--- src/rtl/ysyx_23060187_exu_md_pkg.sv ---
// Shared encodings for the multiply/divide execute unit: op codes, FSM states
// and the fixed results of the divide special cases.
package ysyx_23060187_exu_md_pkg;

  typedef enum logic [2:0] {
    MD_MUL    = 3'd0,
    MD_MULH   = 3'd1,
    MD_MULHSU = 3'd2,
    MD_MULHU  = 3'd3,
    MD_DIV    = 3'd4,
    MD_DIVU   = 3'd5,
    MD_REM    = 3'd6,
    MD_REMU   = 3'd7
  } md_op_e;

  typedef enum logic [1:0] {
    ST_IDLE = 2'd0,
    ST_BUSY = 2'd1,
    ST_DONE = 2'd2
  } md_state_e;

  // Sliced down to XLEN by the users; wide enough for XLEN=64.
  localparam logic [63:0] DIV0_QUOTIENT = '1;
  localparam logic [63:0] OVF_REMAINDER = '0;

  function automatic logic is_div_op(md_op_e op);
    return op inside {MD_DIV, MD_DIVU, MD_REM, MD_REMU};
  endfunction

  function automatic logic is_rem_op(md_op_e op);
    return op inside {MD_REM, MD_REMU};
  endfunction

endpackage

--- src/rtl/ysyx_23060187_md_iter.sv ---
// Iterative radix-2 multiplier / restoring divider working on operand
// magnitudes, with sign fix-up on the final step and divide special cases.
module ysyx_23060187_md_iter
  import ysyx_23060187_exu_md_pkg::*;
#(
  parameter int XLEN  = 32,
  parameter int CNT_W = $clog2(XLEN) + 1
) (
  input  logic            clk,
  input  logic            rst,
  input  logic            start,
  input  logic            kill,
  input  logic [2:0]      op,
  input  logic [XLEN-1:0] src1,
  input  logic [XLEN-1:0] src2,
  output logic            bypass,
  output logic [XLEN-1:0] bypass_result,
  output logic            done,
  output logic [XLEN-1:0] result
);

  md_op_e            op_e, op_r;
  logic              s1_signed, s2_signed, neg1, neg2, div_zero, div_ovf;
  logic [XLEN-1:0]   mag1, mag2;
  logic              active, neg_r;
  logic [CNT_W-1:0]  cnt;
  logic [XLEN-1:0]   hi, lo, dsr, hi_n, lo_n, div_diff, div_val;
  logic [XLEN:0]     mul_sum, div_sh;
  logic              div_ge;
  logic [2*XLEN-1:0] prod, prod_fix;

  // Operand decode at start time.
  // NOTE: every always_comb output gets a default first so no path can infer a latch.
  always_comb begin
    op_e          = md_op_e'(op);
    s1_signed     = op_e inside {MD_MULH, MD_MULHSU, MD_DIV, MD_REM};
    s2_signed     = op_e inside {MD_MULH, MD_DIV, MD_REM};
    neg1          = s1_signed & src1[XLEN-1];
    neg2          = s2_signed & src2[XLEN-1];
    mag1          = neg1 ? -src1 : src1;
    mag2          = neg2 ? -src2 : src2;
    div_zero      = (src2 == '0);
    div_ovf       = s2_signed && (src1 == {1'b1, {(XLEN-1){1'b0}}}) && (src2 == '1);
    bypass        = is_div_op(op_e) && (div_zero || div_ovf);
    bypass_result = src1;
    if (div_zero)
      bypass_result = is_rem_op(op_e) ? src1 : DIV0_QUOTIENT[XLEN-1:0];
    else if (div_ovf)
      bypass_result = is_rem_op(op_e) ? OVF_REMAINDER[XLEN-1:0] : src1;
  end

  // One iteration step; the final result is taken from the last step directly.
  always_comb begin
    mul_sum  = {1'b0, hi} + (lo[0] ? {1'b0, dsr} : '0);
    div_sh   = {hi, lo[XLEN-1]};
    div_ge   = (div_sh >= {1'b0, dsr});
    div_diff = div_sh[XLEN-1:0] - dsr;
    if (is_div_op(op_r)) begin
      hi_n = div_ge ? div_diff : div_sh[XLEN-1:0];
      lo_n = {lo[XLEN-2:0], div_ge};
    end else begin
      hi_n = mul_sum[XLEN:1];
      lo_n = {mul_sum[0], lo[XLEN-1:1]};
    end
    prod     = {hi_n, lo_n};
    prod_fix = neg_r ? -prod : prod;
    div_val  = is_rem_op(op_r) ? hi_n : lo_n;
    if (neg_r) div_val = -div_val;
    if (is_div_op(op_r))     result = div_val;
    else if (op_r == MD_MUL) result = prod_fix[XLEN-1:0];
    else                     result = prod_fix[2*XLEN-1:XLEN];
  end

  assign done = active && (cnt == '0);

  // NOTE: sequential state uses non-blocking assignments so every register samples pre-edge values.
  always_ff @(posedge clk or negedge rst) begin
    if (!rst) begin
      active <= 1'b0;
      cnt    <= '0;
      op_r   <= MD_MUL;
      neg_r  <= 1'b0;
      hi     <= '0;
      lo     <= '0;
      dsr    <= '0;
    end else if (kill) begin
      active <= 1'b0;
      cnt    <= '0;
    end else if (start && !bypass) begin
      active <= 1'b1;
      cnt    <= CNT_W'(XLEN - 1);
      op_r   <= op_e;
      // Remainder follows the dividend sign; everything else uses sign1 ^ sign2.
      neg_r  <= is_rem_op(op_e) ? neg1 : (neg1 ^ neg2);
      hi     <= '0;
      lo     <= is_div_op(op_e) ? mag1 : mag2;
      dsr    <= is_div_op(op_e) ? mag2 : mag1;
    end else if (active) begin
      hi  <= hi_n;
      lo  <= lo_n;
      cnt <= cnt - CNT_W'(1);
      if (cnt == '0) active <= 1'b0;
    end
  end

endmodule

--- src/rtl/ysyx_23060187_exu_md.sv ---
// Execute-stage multiply/divide unit: IDLE/BUSY/DONE handshake FSM around the
// iterative datapath, with ALU pass-through and flush.
module ysyx_23060187_exu_md
  import ysyx_23060187_exu_md_pkg::*;
#(
  parameter int XLEN    = 32,
  parameter int RADDR_W = 5,
  parameter int CNT_W   = $clog2(XLEN) + 1
) (
  input  logic               clk,
  input  logic               rst,
  input  logic               in_valid,
  output logic               in_ready,
  input  logic               in_md_en,
  input  logic [2:0]         in_md_op,
  input  logic [XLEN-1:0]    in_src1,
  input  logic [XLEN-1:0]    in_src2,
  input  logic [XLEN-1:0]    in_alu_result,
  input  logic [RADDR_W-1:0] in_rd,
  input  logic               in_wen,
  input  logic               flush,
  output logic               out_valid,
  input  logic               out_ready,
  output logic [XLEN-1:0]    out_result,
  output logic [RADDR_W-1:0] out_rd,
  output logic               out_wen,
  output logic               busy
);

  md_state_e       state, next_state;
  logic            accept, iter_bypass, iter_done;
  logic [XLEN-1:0] iter_bypass_result, iter_result;

  assign in_ready  = (state == ST_IDLE) || (state == ST_DONE && out_ready);
  assign accept    = in_valid && in_ready && !flush;
  assign out_valid = (state == ST_DONE);
  assign busy      = (state == ST_BUSY);

  ysyx_23060187_md_iter #(.XLEN(XLEN), .CNT_W(CNT_W)) u_iter (
    .clk           (clk),
    .rst           (rst),
    .start         (accept && in_md_en),
    .kill          (flush),
    .op            (in_md_op),
    .src1          (in_src1),
    .src2          (in_src2),
    .bypass        (iter_bypass),
    .bypass_result (iter_bypass_result),
    .done          (iter_done),
    .result        (iter_result)
  );

  always_comb begin
    next_state = state;
    case (state)
      ST_IDLE, ST_DONE: begin
        if (accept)
          next_state = (in_md_en && !iter_bypass) ? ST_BUSY : ST_DONE;
        else if (state == ST_DONE && out_ready)
          next_state = ST_IDLE;
      end
      ST_BUSY: if (iter_done) next_state = ST_DONE;
      default: next_state = ST_IDLE;
    endcase
    if (flush) next_state = ST_IDLE;
  end

  always_ff @(posedge clk or negedge rst) begin
    if (!rst) state <= ST_IDLE;
    else      state <= next_state;
  end

  // rd/wen are captured at accept; out_valid stays low until DONE, so early capture is invisible.
  always_ff @(posedge clk or negedge rst) begin
    if (!rst) begin
      out_result <= '0;
      out_rd     <= '0;
      out_wen    <= 1'b0;
    end else if (accept) begin
      out_rd  <= in_rd;
      out_wen <= in_wen;
      if (!in_md_en)        out_result <= in_alu_result;
      else if (iter_bypass) out_result <= iter_bypass_result;
    end else if (state == ST_BUSY && iter_done && !flush) begin
      out_result <= iter_result;
    end
  end

endmodule

--- config.mk ---
export PLATFORM = sky130hd
export DESIGN_NAME = ysyx_23060187_exu_md
export DESIGN_NICKNAME = d
export VERILOG_FILES = /design/src/rtl/ysyx_23060187_exu_md_pkg.sv /design/src/rtl/ysyx_23060187_md_iter.sv /design/src/rtl/ysyx_23060187_exu_md.sv
export SDC_FILE = /design/constraint.sdc
export NUM_CORES = 1
export LEC_CHECK = 0
export ABC_AREA = 1
export CAP_MARGIN = 15
export CELL_PAD_IN_SITES_DETAIL_PLACEMENT = 0
export CELL_PAD_IN_SITES_GLOBAL_PLACEMENT = 1
export CORE_MARGIN = 2
export CORE_UTILIZATION = 45
export DETAILED_ROUTE_END_ITERATION = 10
export GPL_ROUTABILITY_DRIVEN = 0
export GPL_TIMING_DRIVEN = 0
export PLACE_DENSITY = 0.95
export SYNTH_ARGS = -nofsm -noshare
export SYNTH_HDL_FRONTEND = slang
export SYNTH_SLANG_ARGS = --single-unit
--- constraint.sdc ---
create_clock -name clk -period 9.1 [get_ports clk]
set_input_delay 1.365 -clock clk [delete_from_list [all_inputs] [get_ports clk]]
set_output_delay 1.365 -clock clk [all_outputs]
set_load 0.01 [all_outputs]
==> summary.md, run 1 <==
| Metric | Value |
|---|---|
| Final layout net count | `3803` |
| Commonest cells after routing, fill and taps aside | `nand2_1, inv_1, nor2_1` |
| Critical-path cell list | `clkdlybuf4s50_1, inv_1, nor4_1, nand3_1, nor4_1, nand3_1, nand2_1, nand2_1, nand3_1, a21oi_1, nand2_1, buf_2, buf_1, o22ai_1` |
| Post-synth EDFFs | `0` |
| Fmax | `187 MHz` |
| Cell Pwr Density | `389 nW/µm²` |
| Die Y | `212 µm` |
| Synth cell types | `55` |
| Post-CTS sizing | `0` |
| RSZ-0062 raised after global routing | `false` |
| Critical path type | `input port to flop` |
| Initial antenna violation count | `10` |
| Mapped Nets | `3633` |
| Critical path's slowest cell | `buf_1` |
| GRT overflow | `0` |
| CTS tree | `done` |
| Via count | `24200` |
| Type of the most critical hold path | `flop to flop` |
| Tcrit/Tclk final | `0.587` |
| Initial detailed-routing violation count | `3292` |
| Number of I/O pins | `152` |
| Slew Limit Fails | `0` |
| Routed wire length | `90000 µm` |
| CTS max path bufs | `2` |
| Ys async rst share | `1.00` |
| Root buffer cell | `clkbuf_16` |
| Clk pwr share | `0.088` |
| Routed vias/inst | `5.74` |
| Row count | `76` |
| Critical Path RT | `9.42 ns` |
| Most common cell after layout, fill and taps aside | `nand2_1` |
| Synth Warn # | `0` |
| Switching Share | `0.618` |
| Sum of negative setup slack | `0 ns` |
| Post-route clock skew | `0.0144 ns` |
| Min cycle time layout | `5.34 ns` |
| Post-CTS Setup Bufs | `0` |
| Total CTS buffers | `17` |
| Sink Count | `147` |
| Largest stage delay on the critical path | `0.83 ns` |
| Internal power | `0.00333 W` |
| Top Metal Used | `met5` |
| DRC viols | `0` |
| Routed Antenna Nets | `0` |
| P&R area growth vs syn | `14.8%` |
| Post-Syn Area per Cell | `5.65 µm²` |
| P_leak | `11.3 nW` |
| First-pass GRT wire length | `133000 µm` |
| CP endpoint kind | `flop` |
| Post-Route M1 WL | `34200 µm` |
| Max Cap Violations | `0` |
| Hold Crit Depth | `2` |
| Worst-Margin Slew | `1.20 ns` |
| Gate power share | `0.775` |
| Slew Limit Headroom | `0.202` |
| Peak supply drop | `223 µV` |
| Total die area | `45000 µm²` |
| Wire length on met3 | `11400 µm` |
| Met2 wire len | `37300 µm` |
| Part of the power in registers | `0.137` |
| Fillers | `4633` |
| Crit path DAT | `5.66 ns` |
| Cts hold-fix bufs | `0` |
| DIE WIDTH | `212 µm` |
| Final setup fails | `0` |
| Clk Latency, worst-skew pair | `0.50 ns` |
| Largest net degree at the start of global routing | `96` |
| Vias in the first global route | `22400` |
| Worst Reg2Reg Path Length in Cells | `31` |
| Primary FF master, synth | `dfrtp_1` |
| HPWL after DPL | `73700 µm` |
| Net switching power | `0.00537 W` |
| Hold Vio Cnt, Final | `0` |
| CP max FO | `11` |
| Post-synthesis sequential area ratio | `0.189` |
| Final core utilization | `0.522` |
| GRT Overall Usage | `0.402` |
| Port buffer count | `150` |
| H-tree Lvls | `4` |
| Synth Register Bits | `147` |
| DRT Pass-1 Iters | `8` |
| Post-Syn Area | `19500 µm²` |
| DR WL/cell | `21.3 µm` |
| Status | `completed` |
| Post-Synthesis Cells | `3450` |
| Starting Density | `0.454` |
| Clk slew on worst S/H paths | `0.07 ns` |
| Startpoint Class | `input port` |
| Share of layout cells above drive strength 1 | `0.0589` |
| Core area | `42900 µm²` |
## power by group through the flow
stage,clock network [W],logic (W),registers [W]
after global routing,0.000794,0.00729,0.00120
after CTS,0.000767,0.00643,0.00117
after floorplan,0,0.00432,0.00109
after detailed placement,0,0.00639,0.00118
after global placement,0,0.00637,0.00118
final,0.000767,0.00674,0.00119
## Yosys cell counts (3+ instances only)
library cell | number | share of area
a21o_1 | 4 | 0.0015
a21oi_1 | 170 | 0.044
a21oi_2 | 3 | 0.0013
a221oi_1 | 3 | 0.0013
a31oi_1 | 8 | 0.0026
and2_1 | 3 | 0.00096
buf_1 | 18 | 0.0035
buf_2 | 23 | 0.0059
buf_4 | 4 | 0.0015
buf_6 | 5 | 0.0029
clkbuf_1 | 81 | 0.016
clkinv_1 | 3 | 0.00058
dfrtp_1 | 147 | 0.19
ha_1 | 70 | 0.045
inv_1 | 510 | 0.098
inv_2 | 11 | 0.0021
nand2_1 | 1083 | 0.21
nand2_2 | 46 | 0.015
nand2_4 | 3 | 0.0017
nand3_1 | 282 | 0.072
nand3_2 | 12 | 0.0062
nand3b_1 | 8 | 0.0031
nand4_1 | 61 | 0.020
nor2_1 | 300 | 0.058
nor2_2 | 29 | 0.0093
nor2_4 | 8 | 0.0046
nor3_1 | 30 | 0.0077
nor4_1 | 13 | 0.0042
o211ai_1 | 70 | 0.027
o21a_1 | 7 | 0.0027
o21ai_0 | 224 | 0.058
o21ai_1 | 26 | 0.0067
o21ai_2 | 8 | 0.0036
o21bai_1 | 6 | 0.0023
o221ai_1 | 5 | 0.0022
o22ai_1 | 34 | 0.011
o31ai_1 | 4 | 0.0015
or2_2 | 15 | 0.0048
xnor2_1 | 22 | 0.0099
xor2_1 | 72 | 0.032
## worst paths after layout
kind                               startpoint        endpoint  slack [ns]
worst min-delay path                out_rd[0]       out_rd[0]        0.48
max in group asynchronous                 rst  out_result[26]        7.32
worst min register to register      out_rd[0]       out_rd[0]        0.48
worst max register to register  u_iter.hi[18]  out_result[18]        3.78
min in group asynchronous                 rst  u_iter.dsr[18]        0.85
worst max-delay path              in_src2[18]   u_iter.hi[21]        3.76
## stage by stage
| step | power, W | worst slack, ns | instances | cell area, µm² | hold WS [ns] |
|---|---|---|---|---|---|
| 6_report | 0.00870 | 3.76 | 4223 | 22400 | 0.477 |
| 4_1_cts | 0.00837 | 3.96 | 4218 | 22400 | 0.479 |
| 2_1_floorplan | 0.00541 | 5.40 | 3450 | 19500 | 0.454 |
| 3_3_place_gp | 0.00755 | 0.275 | 4185 | 21700 | 0.459 |
| 5_1_grt | 0.00928 | 3.48 | 4218 | 22400 | 0.506 |
| 3_5_place_dp | 0.00757 | 3.45 | 4186 | 21700 | 0.463 |
## cells by family (layout without fill, tap and decap cells)
group	after synthesis	after routing	synth area share
buffers and inverters	657	840	0.132
and+or+nand+nor	1901	1901	0.421
adders and majority gates	72	72	0.0470
DFF	147	147	0.189
AOI/OAI and AO/OA	579	579	0.169
other	0	5	0
xor gates and xnor gates	94	94	0.0423
## critical path, delay by kind of cell
family                 cells  cell delay [ns]
AOI/OAI and AO/OA          2             0.57
buffers and inverters      4             1.69
and+or+nand+nor            8             2.00
## per-layer routing
metal	vias to the layer above	global-route usage
met5	-	0
met4	6	0.285
met3	371	0.130
met2	1593	0.600
met1	10800	0.486
li1	11400	-
## cell type report
class / instances / area, µm² / area share
inverter: 524 / 1970 / 0.0879
clock buffer: 18 / 439 / 0.0196
timing repair buffer: 151 / 1530 / 0.0684
buffer: 133 / 603 / 0.0270
sequential: 147 / 3680 / 0.164
clock inverter: 14 / 168 / 0.00750
antenna: 5 / 12.5 / 0.000559
tap: 585 / 732 / 0.0327
multi-input combinational: 2646 / 13200 / 0.592
## sequential cells by signal (all words and copies together), names as in the netlist
signal and flops:
state 2, u_iter.active 1, u_iter.hi 32, u_iter.lo 32
out_wen 1, out_rd 5, u_iter.dsr 32, u_iter.op_r 3
u_iter.neg_r 1, out_result 32, u_iter.cnt 6
Note: power is estimated with default switching activity, not from simulation.
==> inputs of run 2 (changes only) <==
--- a/config.mk
+++ b/config.mk
@@ -10,11 +10,11 @@
 export CELL_PAD_IN_SITES_DETAIL_PLACEMENT = 0
 export CELL_PAD_IN_SITES_GLOBAL_PLACEMENT = 1
 export CORE_MARGIN = 2
-export CORE_UTILIZATION = 45
+export CORE_UTILIZATION = 38
 export DETAILED_ROUTE_END_ITERATION = 10
 export GPL_ROUTABILITY_DRIVEN = 0
 export GPL_TIMING_DRIVEN = 0
-export PLACE_DENSITY = 0.95
+export PLACE_DENSITY = 0.9
 export SYNTH_ARGS = -nofsm -noshare
 export SYNTH_HDL_FRONTEND = slang
 export SYNTH_SLANG_ARGS = --single-unit
==> constraint.sdc (replaced) <==
create_clock -name clk -period 4.6 [get_ports clk]
set_input_delay 0.69 -clock clk [delete_from_list [all_inputs] [get_ports clk]]
set_output_delay 0.69 -clock clk [all_outputs]
set_load 0.01 [all_outputs]
==> summary.md, run 2 (synthesized netlist as in run 1, its figures left out) <==
| Metric | Value |
|---|---|
| Sink Count | `147` |
| CP Depth | `31` |
| Port buffer count | `150` |
| Startpoint Class | `flop` |
| P&R area growth vs syn | `19.2%` |
| CTS max path bufs | `2` |
| CTS tree | `done` |
| Final Cell Area | `23200 µm²` |
| Net switching power | `0.0109 W` |
| Total CTS buffers | `17` |
| Total die area | `53100 µm²` |
| GRT Overall Usage | `0.337` |
| H-tree Lvls | `4` |
| Initial detailed-routing violation count | `3106` |
| First-pass GRT wire length | `135000 µm` |
| DR WL/cell | `21.1 µm` |
| Type of the most critical hold path | `input port to async pin` |
| Final core utilization | `0.461` |
| Clk slew on worst S/H paths | `0.08 ns` |
| Critical path type | `flop to flop` |
| R2R setup slack | `0.09 ns` |
| Routed Antenna Nets | `0` |
| Post-route clock skew | `0.0121 ns` |
| GRT overflow | `0` |
| Critical path's slowest cell | `dfrtp_1` |
| Row count | `82` |
| CP endpoint kind | `flop` |
| Die Y | `230 µm` |
| Tcrit/Tclk final | `0.981` |
| Worst-Margin Slew | `1.20 ns` |
| Tot Pwr | `0.0179 W` |
| Critical path's top delay family | `simple AND/OR/NAND/NOR gates` |
| Peak supply drop | `349 µV` |
| Starting Density | `0.387` |
| Slew Limit Fails | `0` |
| Routed wire length | `91400 µm` |
| Internal power | `0.00704 W` |
| Min cycle time layout | `4.51 ns` |
| Final WS setup | `0.0862 ns` |
| RSZ-0062 raised after global routing | `false` |
| Status | `completed` |
| DRC viols | `0` |
| Final setup fails | `0` |
| Fmax | `222 MHz` |
| DIE WIDTH | `230 µm` |
| Root buffer cell | `clkbuf_16` |
| CP max FO | `8` |
| HPWL after DPL | `74800 µm` |
| Final layout net count | `3830` |
| Cell Pwr Density | `771 nW/µm²` |
| Commonest cells after routing, fill and taps aside | `nand2_1, inv_1, nor2_1` |
| Number of I/O pins | `152` |
| Vias in the first global route | `22500` |
| Clk pwr share | `0.084` |
| Cts hold-fix bufs | `0` |
| Largest net degree at the start of global routing | `98` |
| Worst path bufs/invs | `1` |
| Most common cell after layout, fill and taps aside | `nand2_1` |
| Core area | `50400 µm²` |
| Max Cap Violations | `0` |
| Routed vias/inst | `5.64` |
| Initial antenna violation count | `3` |
| Switching Share | `0.607` |
| Worst Reg2Reg Path Length in Cells | `31` |
| Via count | `24400` |
| P_leak | `11.4 nW` |
| Gate power share | `0.785` |
| Part of the power in registers | `0.132` |
| Largest stage delay on the critical path | `0.52 ns` |
| Pre-CTS setup slack | `-0.481 ns` |
| Hold Vio Cnt, Final | `0` |
| DRT Pass-1 Iters | `8` |
| Clk Latency, worst-skew pair | `0.49 ns` |
| Slew Limit Headroom | `0.189` |
| Critical Path RT | `5.03 ns` |
| Placed Area | `21900 µm²` |
| Crit path DAT | `4.94 ns` |
| Most common cell on crit path | `nand2_1` |
| Share of layout cells above drive strength 1 | `0.0934` |
run 2: changes by cell type in the layout (fill, tap and decap cells not counted), moves of 18 or more:
cell     before   now
ha_4          0    25
buf_4         4    32
ha_1         70    38
nand2_1    1083  1065
run 2: routing by layer:
| layer | routed length [µm] | track usage |
|---|---|---|
| met3 | 10900 | 0.103 |
| met5 | 13 | 0 |
| met4 | 5520 | 0.186 |
| met2 | 39000 | 0.516 |
| met1 | 35900 | 0.423 |
run 2: path summary, 6_finish.rpt:
path / to / start
max: out_result[18] / u_iter.hi[25]
min: u_iter.dsr[18] / rst
max reg2reg: out_result[18] / u_iter.hi[25]
min reg2reg: out_rd[2] / out_rd[2]
max in group asynchronous: out_result[10] / rst
min in group clk: out_rd[2] / out_rd[2]
run 2: cell type report:
cell class / instances / area, µm²
Tap cell: 672 / 841
Clock inverter: 13 / 150
Buffer: 132 / 609
Fill cell: 5436 / 27200
Multi-Input combinational cell: 2646 / 13800
Timing Repair Buffer: 179 / 1740
Antenna cell: 1 / 2.50
Inverter: 524 / 1970
Sequential cell: 147 / 3700
Clock buffer: 19 / 443
run 2: power by group through the flow:
stage / logic (W) / registers (W) / clock network [W]
5_1_grt: 0.0151 / 0.00238 / 0.00154
3_5_place_dp: 0.0128 / 0.00228 / 0
2_1_floorplan: 0.00854 / 0.00216 / 0
6_report: 0.0140 / 0.00236 / 0.00149
3_3_place_gp: 0.0127 / 0.00227 / 0
4_1_cts: 0.0131 / 0.00231 / 0.00149
run 2: what timing repair did:
action / 4_1_cts / 5_1_grt
pin swaps: 6 / 20
buffers inserted: 7 / 20
gates cloned: 0 / 0
setup endpoints to repair: 24 / 38
gates resized for setup: 45 / 77
run 2: worst register-to-register path: cells and delay by family (launching register included):
family                   cells  cell delay [ns]
AND/OR/NAND/NOR             25             2.88
adder cells (fa/ha/maj)      2             0.42
AO/OA/AOI/OAI                3             0.56
buffers and inverters        1             0.08
flip-flops                   1             0.52
run 2: metrics by stage:
stage / instances / hold WS [ns] / setup TNS [ns]
floorplan: 3450 / 0.394 / 0
global placement: 4272 / 0.455 / -503.91
detailed placement: 4273 / 0.458 / -15.39
CTS: 4311 / 0.161 / -0.0169
global route: 4332 / 0.194 / 0
finish: 4333 / 0.164 / 0
